[src/rtl/ysyx_22040759_wbu_pkg.sv]
// ysyx_22040759_wbu_pkg
// Shared definitions for the write-back unit: load funct3 encodings,
// default datapath width and register-index width.
package ysyx_22040759_wbu_pkg;

    localparam int XLEN_DEFAULT = 32;
    localparam int REG_W        = 5;

    // Load type encodings carried on lsu_funct3
    typedef enum logic [2:0] {
        LB  = 3'b000,
        LH  = 3'b001,
        LW  = 3'b010,
        LBU = 3'b100,
        LHU = 3'b101
    } loadFunct3_e;

endpackage

[src/rtl/ysyx_22040759_load_ext.sv]
// ysyx_22040759_load_ext
// Combinational load alignment and sign/zero extension.
// Ports:
//   funct3_i   load type (LB/LH/LW/LBU/LHU)
//   off_i      byte address bits [1:0]
//   rdata_i    raw aligned memory word
//   data_o     aligned, extended value (0 for illegal funct3)
//   illegal_o  funct3 is not a supported load type
module ysyx_22040759_load_ext
    import ysyx_22040759_wbu_pkg::*;
#(
    parameter int XLEN = XLEN_DEFAULT
) (
    input  logic [2:0]      funct3_i,
    input  logic [1:0]      off_i,
    input  logic [XLEN-1:0] rdata_i,
    output logic [XLEN-1:0] data_o,
    output logic            illegal_o
);

    logic [7:0]  byteSel;
    logic [15:0] halfSel;

    // Halfword selection only looks at off[1]; misaligned low bit is ignored.
    assign byteSel = rdata_i[8*off_i +: 8];
    assign halfSel = off_i[1] ? rdata_i[31:16] : rdata_i[15:0];

    always_comb begin
        data_o    = '0;
        illegal_o = 1'b0;
        case (funct3_i)
            LB:      data_o = {{(XLEN-8){byteSel[7]}}, byteSel};
            LBU:     data_o = {{(XLEN-8){1'b0}}, byteSel};
            LH:      data_o = {{(XLEN-16){halfSel[15]}}, halfSel};
            LHU:     data_o = {{(XLEN-16){1'b0}}, halfSel};
            LW:      data_o = rdata_i;
            default: illegal_o = 1'b1;
        endcase
    end

endmodule

[src/rtl/ysyx_22040759_wbu.sv]
// ysyx_22040759_wbu
// Write-back unit: arbitrates EXU results and LSU load responses onto the
// single register-file write port through a registered output stage.
// Ports:
//   clk, rst                 clock, synchronous active-high reset
//   exu_valid_i/exu_ready_o  EXU handshake; exu_rd_i, exu_wen_i, exu_data_i payload
//   lsu_valid_i/lsu_ready_o  LSU handshake; lsu_rd_i, lsu_funct3_i, lsu_off_i,
//                            lsu_rdata_i payload
//   gpr_wen_o, gpr_waddr_o, gpr_wdata_o   registered GPR write
//   retire_o                 one-cycle pulse per accepted instruction
//   lsu_err_o                one-cycle pulse when an illegal load funct3 retires
//   instret_o                64-bit retire counter (YSYX_22040759_WBU_INSTRET_EN only)
// Parameters: XLEN (32 only), LSU_PRIO (1 = LSU wins a conflict, 0 = EXU wins).
module ysyx_22040759_wbu
    import ysyx_22040759_wbu_pkg::*;
#(
    parameter int XLEN     = XLEN_DEFAULT,
    parameter bit LSU_PRIO = 1'b1
) (
    input  logic             clk,
    input  logic             rst,
    input  logic             exu_valid_i,
    output logic             exu_ready_o,
    input  logic [REG_W-1:0] exu_rd_i,
    input  logic             exu_wen_i,
    input  logic [XLEN-1:0]  exu_data_i,
    input  logic             lsu_valid_i,
    output logic             lsu_ready_o,
    input  logic [REG_W-1:0] lsu_rd_i,
    input  logic [2:0]       lsu_funct3_i,
    input  logic [1:0]       lsu_off_i,
    input  logic [XLEN-1:0]  lsu_rdata_i,
    output logic             gpr_wen_o,
    output logic [REG_W-1:0] gpr_waddr_o,
    output logic [XLEN-1:0]  gpr_wdata_o,
    output logic             retire_o,
    output logic             lsu_err_o
`ifdef YSYX_22040759_WBU_INSTRET_EN
    ,
    output logic [63:0]      instret_o
`endif
);

    logic            exuAccept;
    logic            lsuAccept;
    logic [XLEN-1:0] extData;
    logic            extIllegal;

    logic             gprWen_q,    gprWen_d;
    logic [REG_W-1:0] gprWaddr_q,  gprWaddr_d;
    logic [XLEN-1:0]  gprWdata_q,  gprWdata_d;
    logic             retire_q,    retire_d;
    logic             lsuErr_q,    lsuErr_d;

    ysyx_22040759_load_ext #(
        .XLEN(XLEN)
    ) u_load_ext (
        .funct3_i (lsu_funct3_i),
        .off_i    (lsu_off_i),
        .rdata_i  (lsu_rdata_i),
        .data_o   (extData),
        .illegal_o(extIllegal)
    );

    // Fixed-priority arbitration. The GPR port never stalls, so ready depends
    // only on the valids and reset, never on the output stage.
    always_comb begin
        if (LSU_PRIO) begin
            lsu_ready_o = !rst;
            exu_ready_o = !rst && !lsu_valid_i;
        end else begin
            exu_ready_o = !rst;
            lsu_ready_o = !rst && !exu_valid_i;
        end
    end

    assign exuAccept = exu_valid_i && exu_ready_o;
    assign lsuAccept = lsu_valid_i && lsu_ready_o;

    // Address/data hold their last value between accepts; wen, retire and
    // err are single-cycle pulses.
    always_comb begin
        gprWen_d   = 1'b0;
        gprWaddr_d = gprWaddr_q;
        gprWdata_d = gprWdata_q;
        retire_d   = 1'b0;
        lsuErr_d   = 1'b0;
        if (lsuAccept) begin
            gprWen_d   = (lsu_rd_i != '0);
            gprWaddr_d = lsu_rd_i;
            gprWdata_d = extData;
            retire_d   = 1'b1;
            lsuErr_d   = extIllegal;
        end else if (exuAccept) begin
            gprWen_d   = exu_wen_i && (exu_rd_i != '0);
            gprWaddr_d = exu_rd_i;
            gprWdata_d = exu_data_i;
            retire_d   = 1'b1;
        end
    end

    always_ff @(posedge clk) begin
        if (rst) begin
            gprWen_q   <= 1'b0;
            gprWaddr_q <= '0;
            gprWdata_q <= '0;
            retire_q   <= 1'b0;
            lsuErr_q   <= 1'b0;
        end else begin
            gprWen_q   <= gprWen_d;
            gprWaddr_q <= gprWaddr_d;
            gprWdata_q <= gprWdata_d;
            retire_q   <= retire_d;
            lsuErr_q   <= lsuErr_d;
        end
    end

    assign gpr_wen_o   = gprWen_q;
    assign gpr_waddr_o = gprWaddr_q;
    assign gpr_wdata_o = gprWdata_q;
    assign retire_o    = retire_q;
    assign lsu_err_o   = lsuErr_q;

`ifdef YSYX_22040759_WBU_INSTRET_EN
    logic [63:0] instret_q;

    // Counts on the same edge that raises retire, so it already includes
    // the instruction whose pulse is visible.
    always_ff @(posedge clk) begin
        if (rst) begin
            instret_q <= '0;
        end else if (retire_d) begin
            instret_q <= instret_q + 64'd1;
        end
    end

    assign instret_o = instret_q;
`endif

endmodule
[config.mk]
export PLATFORM = sky130hd
export DESIGN_NAME = ysyx_22040759_wbu
export DESIGN_NICKNAME = d
export VERILOG_FILES = /design/src/rtl/ysyx_22040759_wbu_pkg.sv /design/src/rtl/ysyx_22040759_load_ext.sv /design/src/rtl/ysyx_22040759_wbu.sv
export SDC_FILE = /design/constraint.sdc
export NUM_CORES = 1
export LEC_CHECK = 0
export CAP_MARGIN = 15
export CORE_MARGIN = 5
export CORE_UTILIZATION = 40
export DETAILED_ROUTE_END_ITERATION = 7
export MAX_ROUTING_LAYER = met4
export PLACE_DENSITY = 0.83
export SETUP_SLACK_MARGIN = 0.02
export SYNTH_ARGS = -nofsm -noshare
export SYNTH_HDL_FRONTEND = slang
export SYNTH_HIERARCHICAL = 1
export SYNTH_SLANG_ARGS = --single-unit
[constraint.sdc]
create_clock -name clk -period 3.2 [get_ports clk]
set_input_delay 0.8 -clock clk [delete_from_list [all_inputs] [get_ports clk]]
set_output_delay 0.8 -clock clk [all_outputs]
set_load 0.02 [all_outputs]
==> out/metrics.cfg <==
[floorplanning]
start_util_pct=41.1
core-area_mm2=0.00683
die_x_um=93.8
io_pins=126
dieArea_mm2=0.00880
placementRows=30
chipHeight_um=93.8

[placement]
dp_hpwl_um=6870
place_congestion=0.876
pre_cts_ws_ps=200
port_buffers=125

[sta]
fmax_mhz=349
setup_tns_ps=0
final.period_utilization_pct=89.5
hold_viol=0
rsz0062_at_grt=false
slew_violations=0
fin_skew_ps=0
worst_pin_slew_ps=1120
finalSetupViolCount=0
finalWorstSetupSlack_ps=336
slew_headroom_pct=25.3
timing.final.crit_period_ps=2860

[cells_and_area]
final_util_pct=60.9
areaGrowthSynthToFinish_pct=48.1
drive_gt1_share_pct=17.3
fillers=650
multiInputGateArea_mm2=0.00180
n_antenna_cell=0
seq_area_um2=801
layout.nets=528

[critical_path]
startpoint_type=primary input
critPathLaunch=rst
cp_cell_sequence=clkdlybuf4s50_1, nor2_1, clkdlybuf4s50_1
worstPathRequired_ps=2400
r2r-start=gpr_wdata_o[3]
critPathCapture=exu_ready_o
crit_top_cell=clkdlybuf4s50_1
worstPathMaxFanout=4
worstSetupEndpointType=primary output
cp_slowest_cell=clkdlybuf4s50_1
cp.arrival_ps=2060
r2r_end=gpr_wdata_o[3]
reg2reg_slack_ps=2340
cp.depth=3
cp_num_buf_inv=2
cpPeakStageDelay_ps=650
cp_top_family=buffers and inverters
critPathKind=primary input to primary output
worst-r2r-cell-count=3

[routing]
postRouteAntennaNets=0
met2_length_um=4310
wire_per_inst_um=17.2
vias=2932
dr.first_iter.drc_count=141
drc=0
via_per_inst=5.42
wl_met3_um=614
drt-total-wl_um=9310
drt_pass1_iterations=4
highest_layer=met4
met1_length_um=4260

[logic_synthesis]
async_reset_ff_share_pct=0
avgSynthCellArea_um2=8.29
synth-compound-area-share_pct=25.7
synth_simple_gate_area_share_pct=14.2
netlist.area_leader.share_pct=28.5
yosys.area.top_type=dfxtp_1
synthMuxAreaShare_pct=24.2
synth_seq_cells=40
synth-edff-count=0
synth_warnings=6
synth_ff_type=dfxtp_1
yosys-top-cells-area=dfxtp_1 (29%), mux2_2 (17%), nand2_1 (10%)
synthAdderAreaFrac_pct=0
seq_area_frac_synth_pct=28.5
syn_nets=423
syn_area_mm2=0.00281
synth_top_family_by_area=compound AO/OA/AOI/OAI gates
synth_xor_area_share_pct=0
syn_inst=339
yosysUniqueCellTypes=35

[clock_network]
postCtsSetupBuffers=0
clk_latency_ps=300
numClockSinks=40
cts_tree=yes
cts_buffer_depth=2
cts_hold_buf=0
cts_repair_resize_count=0
ctsRootBufferMaster=clkbuf_8
clkTransAtPathRegs_ps=90
numCtsBuffers=5
htree_levels=2

[power]
ir_drop_mv=0.224
power.leakage_nw=1.53
powerDensity_mw_per_mm2=355

[global_routing]
grt-ovfl-total=0
grt_pass1_wl_um=14400
grt_pass1_vias=2820
grt_max_degree=42
grt_usage_pct=20.9
antenna_found_initial=0

[flow_run]
drv_cap=0

[hold_path]
min_path_type=flip-flop to flip-flop

[outcome]
status=finished, final reports clean

[flip-flops by register name, indices dropped and copies added, names as in the netlist]
name and flops:
gpr_waddr_o 5, gpr_wdata_o 32, lsu_err_o 1, gpr_wen_o 1
retire_o 1
[area by class of cell]
type,instances,area share [%]
Sequential cell,40,19.3
Multi-Input combinational cell,261,43.3
Timing Repair Buffer,133,31.4
Inverter,3,0.271
Tap cell,96,2.89
Clock inverter,2,0.933
Clock buffer,6,1.99
[Yosys cell counts, types with 3 or more instances]
library cell	instances
a211oi_1	4
a211oi_2	12
a21oi_1	47
a22oi_1	23
buf_2	11
buf_4	6
buf_6	4
clkbuf_1	14
dfxtp_1	40
mux2_1	8
mux2_2	43
mux2i_1	9
nand2_1	77
nor2_1	6
o21ai_1	8
o22ai_1	3
[routing by layer]
layer	vias up	track usage, %
li1	1434	-
met1	1363	27.5
met2	125	33.7
met3	10	3.69
met4	0	4.33
met5	-	-
[cells by family (layout without fill, tap and decap cells)]
logic type             after synthesis  in the layout
and+or+nand+nor                     95             95
buffers and inverters               38            144
DFF                                 40             40
muxes                               61             61
AOI/OAI and AO/OA                  105            105
[power breakdown]
part	switching [mW]	total, mW	internal, mW
Sequential	0.0148	0.544	0.529
Combinational	0.228	0.483	0.255
Clock	0.193	0.449	0.255
[worst min-delay path by stage]
stage	startpoint	end	slack [ps]	depth (start not counted)
3_3_place_gp	gpr_wdata_o[16]	gpr_wdata_o[16]	620	3
4_1_cts	gpr_wdata_o[18]	gpr_wdata_o[18]	640	3
5_1_grt	gpr_wdata_o[24]	gpr_wdata_o[24]	700	3
6_report	gpr_wdata_o[18]	gpr_wdata_o[18]	640	3
2_1_floorplan	gpr_wdata_o[11]	gpr_wdata_o[11]	760	3
3_5_place_dp	gpr_wdata_o[18]	gpr_wdata_o[18]	620	3
[stage by stage]
| stage | cells | total power, mW | instance area (µm²) | hold WS, ps |
|---|---|---|---|---|
| final | 541 | 1.48 | 4160 | 645 |
| after global routing | 541 | 1.54 | 4160 | 702 |
| after CTS | 541 | 1.49 | 4160 | 642 |
| after detailed placement | 533 | 1.03 | 4040 | 621 |
| after global placement | 533 | 1.03 | 4040 | 617 |
| after floorplan | 339 | 0.825 | 2810 | 761 |
[worst register-to-register path, delay by kind of cell, from the launching register on]
family,cells,cell delay [ps]
DFF,1,320
and+or+nand+nor,1,80
AOI/OAI and AO/OA,1,80
muxes,1,260
[layout by cell type (no fill, tap or decap), drive strengths merged]
cell type,instances
dfxtp,40
a22oi,23
a21oi,47
nor2,6
clkdlybuf4s50,124
and3,1
nand2b,2
nor3b,3
o32ai,1
mux2,52
a32oi,1
inv,2
a211oi,16
or4,2
o2111ai,1
bufinv,1
o32a,1
a32o,1
o21ai,10
nand2,77
o22ai,3
mux2i,9
buf,9
clkbuf,6
nor2b,2
clkinv,2
a21boi,1
or2,2
(Power assumes the default switching activity.)
